===== src/rtl/mem_byte_unit.sv =====
// Byte-serial load/store engine: moves 1/2/4/8 bytes little-endian over an 8-bit req/ack bus.
// Optional ack timeout abort is enabled with `define MEM_BYTE_UNIT_TIMEOUT_EN.
module mem_byte_unit #(
  parameter int ADDR_W  = 16,
  parameter int TIMEOUT = 255
) (
  input  logic              clk,
  input  logic              rst_n,
  input  logic              start,
  input  logic              we,
  input  logic [1:0]        size,
  input  logic [ADDR_W-1:0] addr,
  input  logic [63:0]       wdata,
  output logic              busy,
  output logic              done,
  output logic              err,
  output logic [63:0]       rdata,
  output logic              mem_req,
  output logic              mem_we,
  output logic [ADDR_W-1:0] mem_addr,
  output logic [7:0]        mem_wdata,
  input  logic [7:0]        mem_rdata,
  input  logic              mem_ack
);

  typedef enum logic [1:0] {S_IDLE, S_XFER, S_FIN} state_t;

  state_t              r_state;
  logic                r_we;
  logic [2:0]          r_k;
  logic [2:0]          r_last;
  logic [63:0]         r_wdata;
  logic [63:0]         r_rdata;
  logic                r_busy;
  logic                r_done;
  logic                r_mem_req;
  logic                r_mem_we;
  logic [ADDR_W-1:0]   r_mem_addr;
  logic [7:0]          r_mem_wdata;
  logic [2:0]          w_last;

`ifdef MEM_BYTE_UNIT_TIMEOUT_EN
  localparam int WAIT_W = $clog2(TIMEOUT + 1);
  logic [WAIT_W-1:0]   r_wait;
  logic                r_err;
`endif

  // Index of the final byte for each size code (1, 4, 8, 2 bytes).
  // NOTE: every always_comb output gets a default first so no path can infer a latch.
  always_comb begin
    w_last = 3'd0;
    case (size)
      2'b00:   w_last = 3'd0;
      2'b01:   w_last = 3'd3;
      2'b10:   w_last = 3'd7;
      default: w_last = 3'd1;
    endcase
  end

  // NOTE: state uses non-blocking assignments so all registers update from pre-edge values.
  // NOTE: rdata and the store shift register sit on the async reset too, so outputs are defined out of reset.
  always_ff @(posedge clk or negedge rst_n) begin
    if (!rst_n) begin
      r_state     <= S_IDLE;
      r_we        <= 1'b0;
      r_k         <= 3'd0;
      r_last      <= 3'd0;
      r_wdata     <= 64'd0;
      r_rdata     <= 64'd0;
      r_busy      <= 1'b0;
      r_done      <= 1'b0;
      r_mem_req   <= 1'b0;
      r_mem_we    <= 1'b0;
      r_mem_addr  <= '0;
      r_mem_wdata <= 8'd0;
`ifdef MEM_BYTE_UNIT_TIMEOUT_EN
      r_wait      <= '0;
      r_err       <= 1'b0;
`endif
    end else begin
      r_done <= 1'b0;
`ifdef MEM_BYTE_UNIT_TIMEOUT_EN
      r_err  <= 1'b0;
`endif
      case (r_state)
        S_IDLE: begin
          if (start) begin
            r_we        <= we;
            r_last      <= w_last;
            r_k         <= 3'd0;
            r_wdata     <= wdata;
            r_mem_addr  <= addr;
            r_mem_wdata <= wdata[7:0];
            r_mem_we    <= we;
            r_mem_req   <= 1'b1;
            r_busy      <= 1'b1;
            if (!we) r_rdata <= 64'd0;
`ifdef MEM_BYTE_UNIT_TIMEOUT_EN
            r_wait      <= '0;
`endif
            r_state     <= S_XFER;
          end
        end
        S_XFER: begin
          if (mem_ack) begin
            if (!r_we) r_rdata[{r_k, 3'b000} +: 8] <= mem_rdata;
`ifdef MEM_BYTE_UNIT_TIMEOUT_EN
            r_wait <= '0;
`endif
            if (r_k == r_last) begin
              r_mem_req <= 1'b0;
              r_mem_we  <= 1'b0;
              r_done    <= 1'b1;
              r_state   <= S_FIN;
            end else begin
              // Store data is a shift register so the next byte is always at [15:8].
              r_k         <= r_k + 3'd1;
              r_mem_addr  <= r_mem_addr + ADDR_W'(1);
              r_wdata     <= r_wdata >> 8;
              r_mem_wdata <= r_wdata[15:8];
            end
          end
`ifdef MEM_BYTE_UNIT_TIMEOUT_EN
          else if (r_wait == WAIT_W'(TIMEOUT - 1)) begin
            r_mem_req <= 1'b0;
            r_mem_we  <= 1'b0;
            r_busy    <= 1'b0;
            r_err     <= 1'b1;
            r_state   <= S_IDLE;
          end else begin
            r_wait <= r_wait + WAIT_W'(1);
          end
`endif
        end
        S_FIN: begin
          r_busy  <= 1'b0;
          r_state <= S_IDLE;
        end
        default: r_state <= S_IDLE;
      endcase
    end
  end

  assign busy      = r_busy;
  assign done      = r_done;
  assign rdata     = r_rdata;
  assign mem_req   = r_mem_req;
  assign mem_we    = r_mem_we;
  assign mem_addr  = r_mem_addr;
  assign mem_wdata = r_mem_wdata;
`ifdef MEM_BYTE_UNIT_TIMEOUT_EN
  assign err       = r_err;
`else
  assign err       = 1'b0;
`endif

endmodule

===== config.mk =====
export PLATFORM = sky130hd
export DESIGN_NAME = mem_byte_unit
export DESIGN_NICKNAME = d
export VERILOG_FILES = /design/src/rtl/mem_byte_unit.sv
export SDC_FILE = /design/constraint.sdc
export NUM_CORES = 1
export LEC_CHECK = 0
export ABC_AREA = 1
export BUFFER_PORTS_ARGS = -buffer_cell sky130_fd_sc_hd__buf_4
export CORE_MARGIN = 5
export CORE_UTILIZATION = 40
export DETAILED_ROUTE_END_ITERATION = 12
export GPL_TIMING_DRIVEN = 0
export PLACE_DENSITY = 0.66
export SYNTH_ARGS = -nofsm -noshare
export SYNTH_HDL_FRONTEND = slang
export SYNTH_SLANG_ARGS = --single-unit

===== constraint.sdc =====
create_clock -name clk -period 2.6 [get_ports clk]
set_input_delay 0.39 -clock clk [delete_from_list [all_inputs] [get_ports clk]]
set_output_delay 0.39 -clock clk [all_outputs]
set_load 0.005 [all_outputs]

# == Word level (Yosys, flattened, before mapping) ==
# Index checks and enable logic that the tools add are counted.
# totals
reg_bits,165
latch_bits,0
ram_bits,0
mem_bits_ro,0
inputBits,95
output_inout_bits,93
wordCells,75
n_memories,0
# op_classes
add_sub_neg,3
mul,0
n_div,0
order_cmp,0
eq_ne,11
shifts,2
n_mux,37
bitwise_logic,0
reduce_logical,10
# ops
op,count
two-way mux 64 bit,7
case mux 64 bit (2 select lines),2
bitwise mux 64 bit,1
"variable shift 8 x 8 -> 64 bit, first input constant",1
indexed part select 8 x 8 -> 64 bit,1
two-way mux 16 bit,3
case mux 16 bit (2 select lines),1
two-way mux 8 bit,3
"adder 16 x 1 -> 16 bit, second input constant",1
case mux 8 bit (2 select lines),1
"!= test 2 bit, second input constant",6
two-way mux 3 bit,3
case mux 3 bit (3 select lines),1
negation 6 -> 8 bit,1
AND reduction 4 bit,2
two-way mux 1 bit,7
two-way mux 2 bit,3
case mux 1 bit (2 select lines),3
case mux 3 bit (2 select lines),1
AND reduction 5 bit,1
"equality test 2 x 1 -> 1 bit, second input constant",2
"equality test 2 bit, second input constant",2
logical NOT 2 bit,2
case mux 2 bit (2 select lines),1
other kinds (5),7

# == Longest topological paths before layout ==
# logic_depth
word_depth,6
mapped_depth,12
depth_no_buf,10

# == Worst setup path after synthesis ==
# No wires, ideal clock.
# synth_timing
kind,register to register
from,reg r_k[0]
to,"reg r_rdata[48], in the netlist rdata[48]"
setup_time_ns,0.117
arrival_time_ns,1.879
t_required_ns,2.483
slack_ns,0.604
path_stages_with_launch,9
n_path_buf,1
synth_period_minus_slack_ns,1.996
cell_sequence,dfrtp_1 inv_1 ha_1 ha_1 clkbuf_1 nor3_2 o21ai_4 nand2_1 nand2_1
# synth_between
elab_chain_cells,6
word_cells_on_any_way,7
cone_classes,add/sub: 1; shift: 2; mux: 4
# synth_lines
item,line,text
"start, declared",30,logic [2:0] r_k;
"start signal, assigned",117,r_k <= r_k + 3'd1;
negation 6 -> 8 bit (*),106,"if (!r_we) r_rdata[{r_k, 3'b000} +: 8] <= mem_rdata;"
indexed part select 8 x 8 -> 64 bit / variable shift 8 x 8 -> 64 bit (equally long branches),106,
bitwise mux 64 bit (*),106,
two-way mux 64 bit (*),106,
two-way mux 64 bit (*),105,if (mem_ack) begin
case mux 64 bit (2 select lines) (*),85,case (r_state)
"end signal, assigned by index",106,
"end, declared",33,logic [63:0] r_rdata;
# Mark *: on every way between the ends. The rest lies on a longest branch, timed or not. The select of a mux whose other input is x is not followed.
# A chain may end at the register's enable or synchronous reset.

# == Final worst setup path ==
# layout_timing
from,reg r_k[0]
to,"reg r_rdata[49], in the netlist rdata[49]"
# Same word-level chain as after synthesis.

==> metrics.txt <==
status finished, final reports clean; placement-stage cell area 9851 um^2; sort of element at the start of the critical path register; Die X 152.1 um; GR Util All Layers 19.23%; total power per unit cell area 1164 nW/um^2; commonest cells after routing, fill and taps aside sky130_fd_sc_hd__nand2_1, sky130_fd_sc_hd__buf_4, sky130_fd_sc_hd__dfrtp_1; number of buffers on the longest clock path 2; dominant combinational cell family by area after synthesis simple AND/OR/NAND/NOR gates; warning count from the yosys run 0; placer congestion estimate between 0.8 and 0.9; kind of end point of the critical path register; Worst Tran Pin Value 0.7089 ns; Routed WL per cell 14.81 um; Fin Clk Skew 0.01281 ns; adder and majority gate portion of the synthesized area 1.548%; number of global-route vias before repair 7,041; std cell rows 52; worst path arrival time 2.74 ns; worst path buffer plus inverter count 2; CTS Buf Count 17; simple-gate area share of the yosys netlist 28.36%; nets 1,331; overall power around 0.012 W; register bit count reported by yosys 157; xor and xnor fraction of the mapped netlist area 0.2168%; post-synth net total about 1,100; antenna violations before repair 0; Routed WL 22,350 um; I/O pins 188; number of levels in the clock H-tree 4; fraction of the cycle the final worst path needs 93.51%; Slew HR 52.48%; Worst R2R Setup Slack approximately 0.17 ns; number of pins exceeding their max-slew limit in the final report 0; final hold slack 0.1980 ns; pin count of the biggest net entering global routing 112; TritonCTS clock tree done; Final setup viols 0; post-route design area 10,460 um^2; clk slew on worst S/H paths 0.07 ns; remaining antenna violation count 0; synthesized instance count 1,019; number of vias after detailed routing 7,164; largest delay contributor family on the critical path simple AND/OR/NAND/NOR gates; area growth from synthesis to layout 29.45%; Period minus WS final 2.431 ns; class of the tightest hold or removal check in -> reg; largest vdd supply drop 0.4816 mV; Via density 4.748; fraction of the core area covered by cells at the end of the flow 52.20%; Initial Util slightly above 40%; sequential area share after synthesis 48.61%; Async S/R FF share, synth 100.0%; worst-path fanout max 9; count of endpoints failing hold in the final timing report 0; Die Ht 152.1 um; data required time of the critical path 2.91 ns; Skew-Pair Late Insertion Delay 0.43 ns; leftover overflow at the end of global routing 0; Cell Area, Synth 8082 um^2; Max Cap Viol 0; Post-synth EDFFs 0; maximum frequency from static timing analysis 411.3 MHz; buffers added on ports 186; remaining routing DRC violations 0; synthesized area per cell 7.931 um^2; number of iterations in the first detailed-routing pass 5; First DRT Iteration DRCs 381; ant diodes 0; count of different cell masters after synthesis 30; complex-gate fraction of the synthesized area 11.46%; total negative setup slack 0 ns; count of clock tree sinks 157; sequence of cells on the critical path inv_1 > ha_1 > ha_1 > clkbuf_1 > nor3_2 > o21ai_4 > nand2_1 > nand2_1; CTS root buf sky130_fd_sc_hd__clkbuf_16; slowest cell on the critical path sky130_fd_sc_hd__nor3_2; worst stage delay on the critical path 0.63 ns; post-DP HPWL around 17,000 um; Setup CP Type reg -> reg; placeable core area 20,040 um^2; RSZ-0062 raised after global routing no; leakage power of the design 5.593 nW; portion of netlist area occupied by mux cells 0.1393%; first-pass GRT wire length 36,510 um; leading cell type in the layout, fill and taps excluded sky130_fd_sc_hd__nand2_1; Synth Flop Type sky130_fd_sc_hd__dfrtp_1; area of the die 23,150 um^2; fraction of layout instances using a drive strength above 1 roughly 27%
==> power breakdown <==
group | switching, W | internal (W) | leakage [nW] | total, W
registers | 0.000535 | 0.00329 | 2.08 | 0.00383
clock network | 0.00110 | 0.00147 | 0.293 | 0.00256
logic | 0.00349 | 0.00230 | 3.22 | 0.00579
==> final cells by class <==
| type | count | area [um^2] |
|---|---|---|
| plain buffers | 50 | 357.8 |
| clock buffers | 19 | 442.9 |
| clock inverters | 13 | 152.6 |
| fillers | 1991 | 9578 |
| inverters | 111 | 419.2 |
| multi-input cells | 701 | 3381 |
| flip-flops and latches | 157 | 3929 |
| well taps | 270 | 337.8 |
| repair buffers | 188 | 1441 |
==> tightest hold or removal path, cell delays in order <==
cell and delay, ns:
sky130_fd_sc_hd__buf_4 0.08, sky130_fd_sc_hd__nand3_1 0.06, sky130_fd_sc_hd__nand2_1 0.06
==> layer usage <==
layer  part of all wire (%)  GRT usage, %
met1                     45         25.80
met2                     47         30.69
met3                    6.7         5.879
met4                    1.5         4.666
met5                      0             0
==> per-stage QoR <==
| step | std cells | setup WS, ns |
|---|---|---|
| floorplan | 1019 | 0.6041 |
| global placement | 1475 | 0.2410 |
| detailed placement | 1476 | 0.2021 |
| CTS | 1509 | 0.1674 |
| global route | 1509 | 0.006239 |
| finish | 1509 | 0.1687 |
==> state kept, by name (all words and copies together) (netlist names) <==
name	cells
r_state	2
r_wdata	64
busy	1
r_k	3
r_we	1
mem_addr	16
done	1
mem_we	1
rdata	64
mem_req	1
r_last	3
==> cells by family after synthesis <==
group	count (synthesis)
other	1
xor gates and xnor gates	2
and+or+nand+nor	550
DFF	157
AOI/OAI and AO/OA	137
buffers and inverters	161
muxes	1
adders and majority gates	10
==> synth_stat cells (2+ instances only) <==
cell	count	share of area [%]
sky130_fd_sc_hd__buf_6	12	1.7
sky130_fd_sc_hd__nand2_2	5	0.39
sky130_fd_sc_hd__o21ai_4	2	0.40
sky130_fd_sc_hd__xnor2_1	2	0.22
sky130_fd_sc_hd__nand3_1	79	4.9
sky130_fd_sc_hd__nand4_1	6	0.46
sky130_fd_sc_hd__nor2_1	41	1.9
sky130_fd_sc_hd__o21ai_0	75	4.6
sky130_fd_sc_hd__nor2_2	3	0.23
sky130_fd_sc_hd__clkbuf_1	11	0.51
sky130_fd_sc_hd__inv_1	107	5.0
sky130_fd_sc_hd__buf_2	7	0.43
sky130_fd_sc_hd__ha_1	10	1.5
sky130_fd_sc_hd__inv_2	3	0.14
sky130_fd_sc_hd__buf_4	19	1.8
sky130_fd_sc_hd__o21ai_2	58	6.3
sky130_fd_sc_hd__nand2_1	397	18
sky130_fd_sc_hd__nor2_4	4	0.56
sky130_fd_sc_hd__nor3_2	3	0.37
sky130_fd_sc_hd__dfrtp_1	157	49
sky130_fd_sc_hd__nand3b_1	9	0.84
==> repair_timing <==
item                                   in CTS  in global routing
endpoints found under the hold margin      46                  0
setup buffers                               0                  0
hold buffers                                1                  0
gates resized for setup                     0                  1
setup endpoints to repair                   0                  1
==> final timing paths <==
kind / cells after the start / startpoint / to
setup / recovery: 8 / r_k[0] / rdata[49]
max in group asynchronous: 3 / rst_n / r_wdata[34]
min in group asynchronous: 2 / rst_n / rdata[8]
hold / removal: 3 / wdata[63] / r_wdata[63]
setup reg to reg: 8 / r_k[0] / rdata[49]
hold reg to reg: 2 / rdata[20] / rdata[20]
No activity file was read; power rests on OpenSTA's default activity.
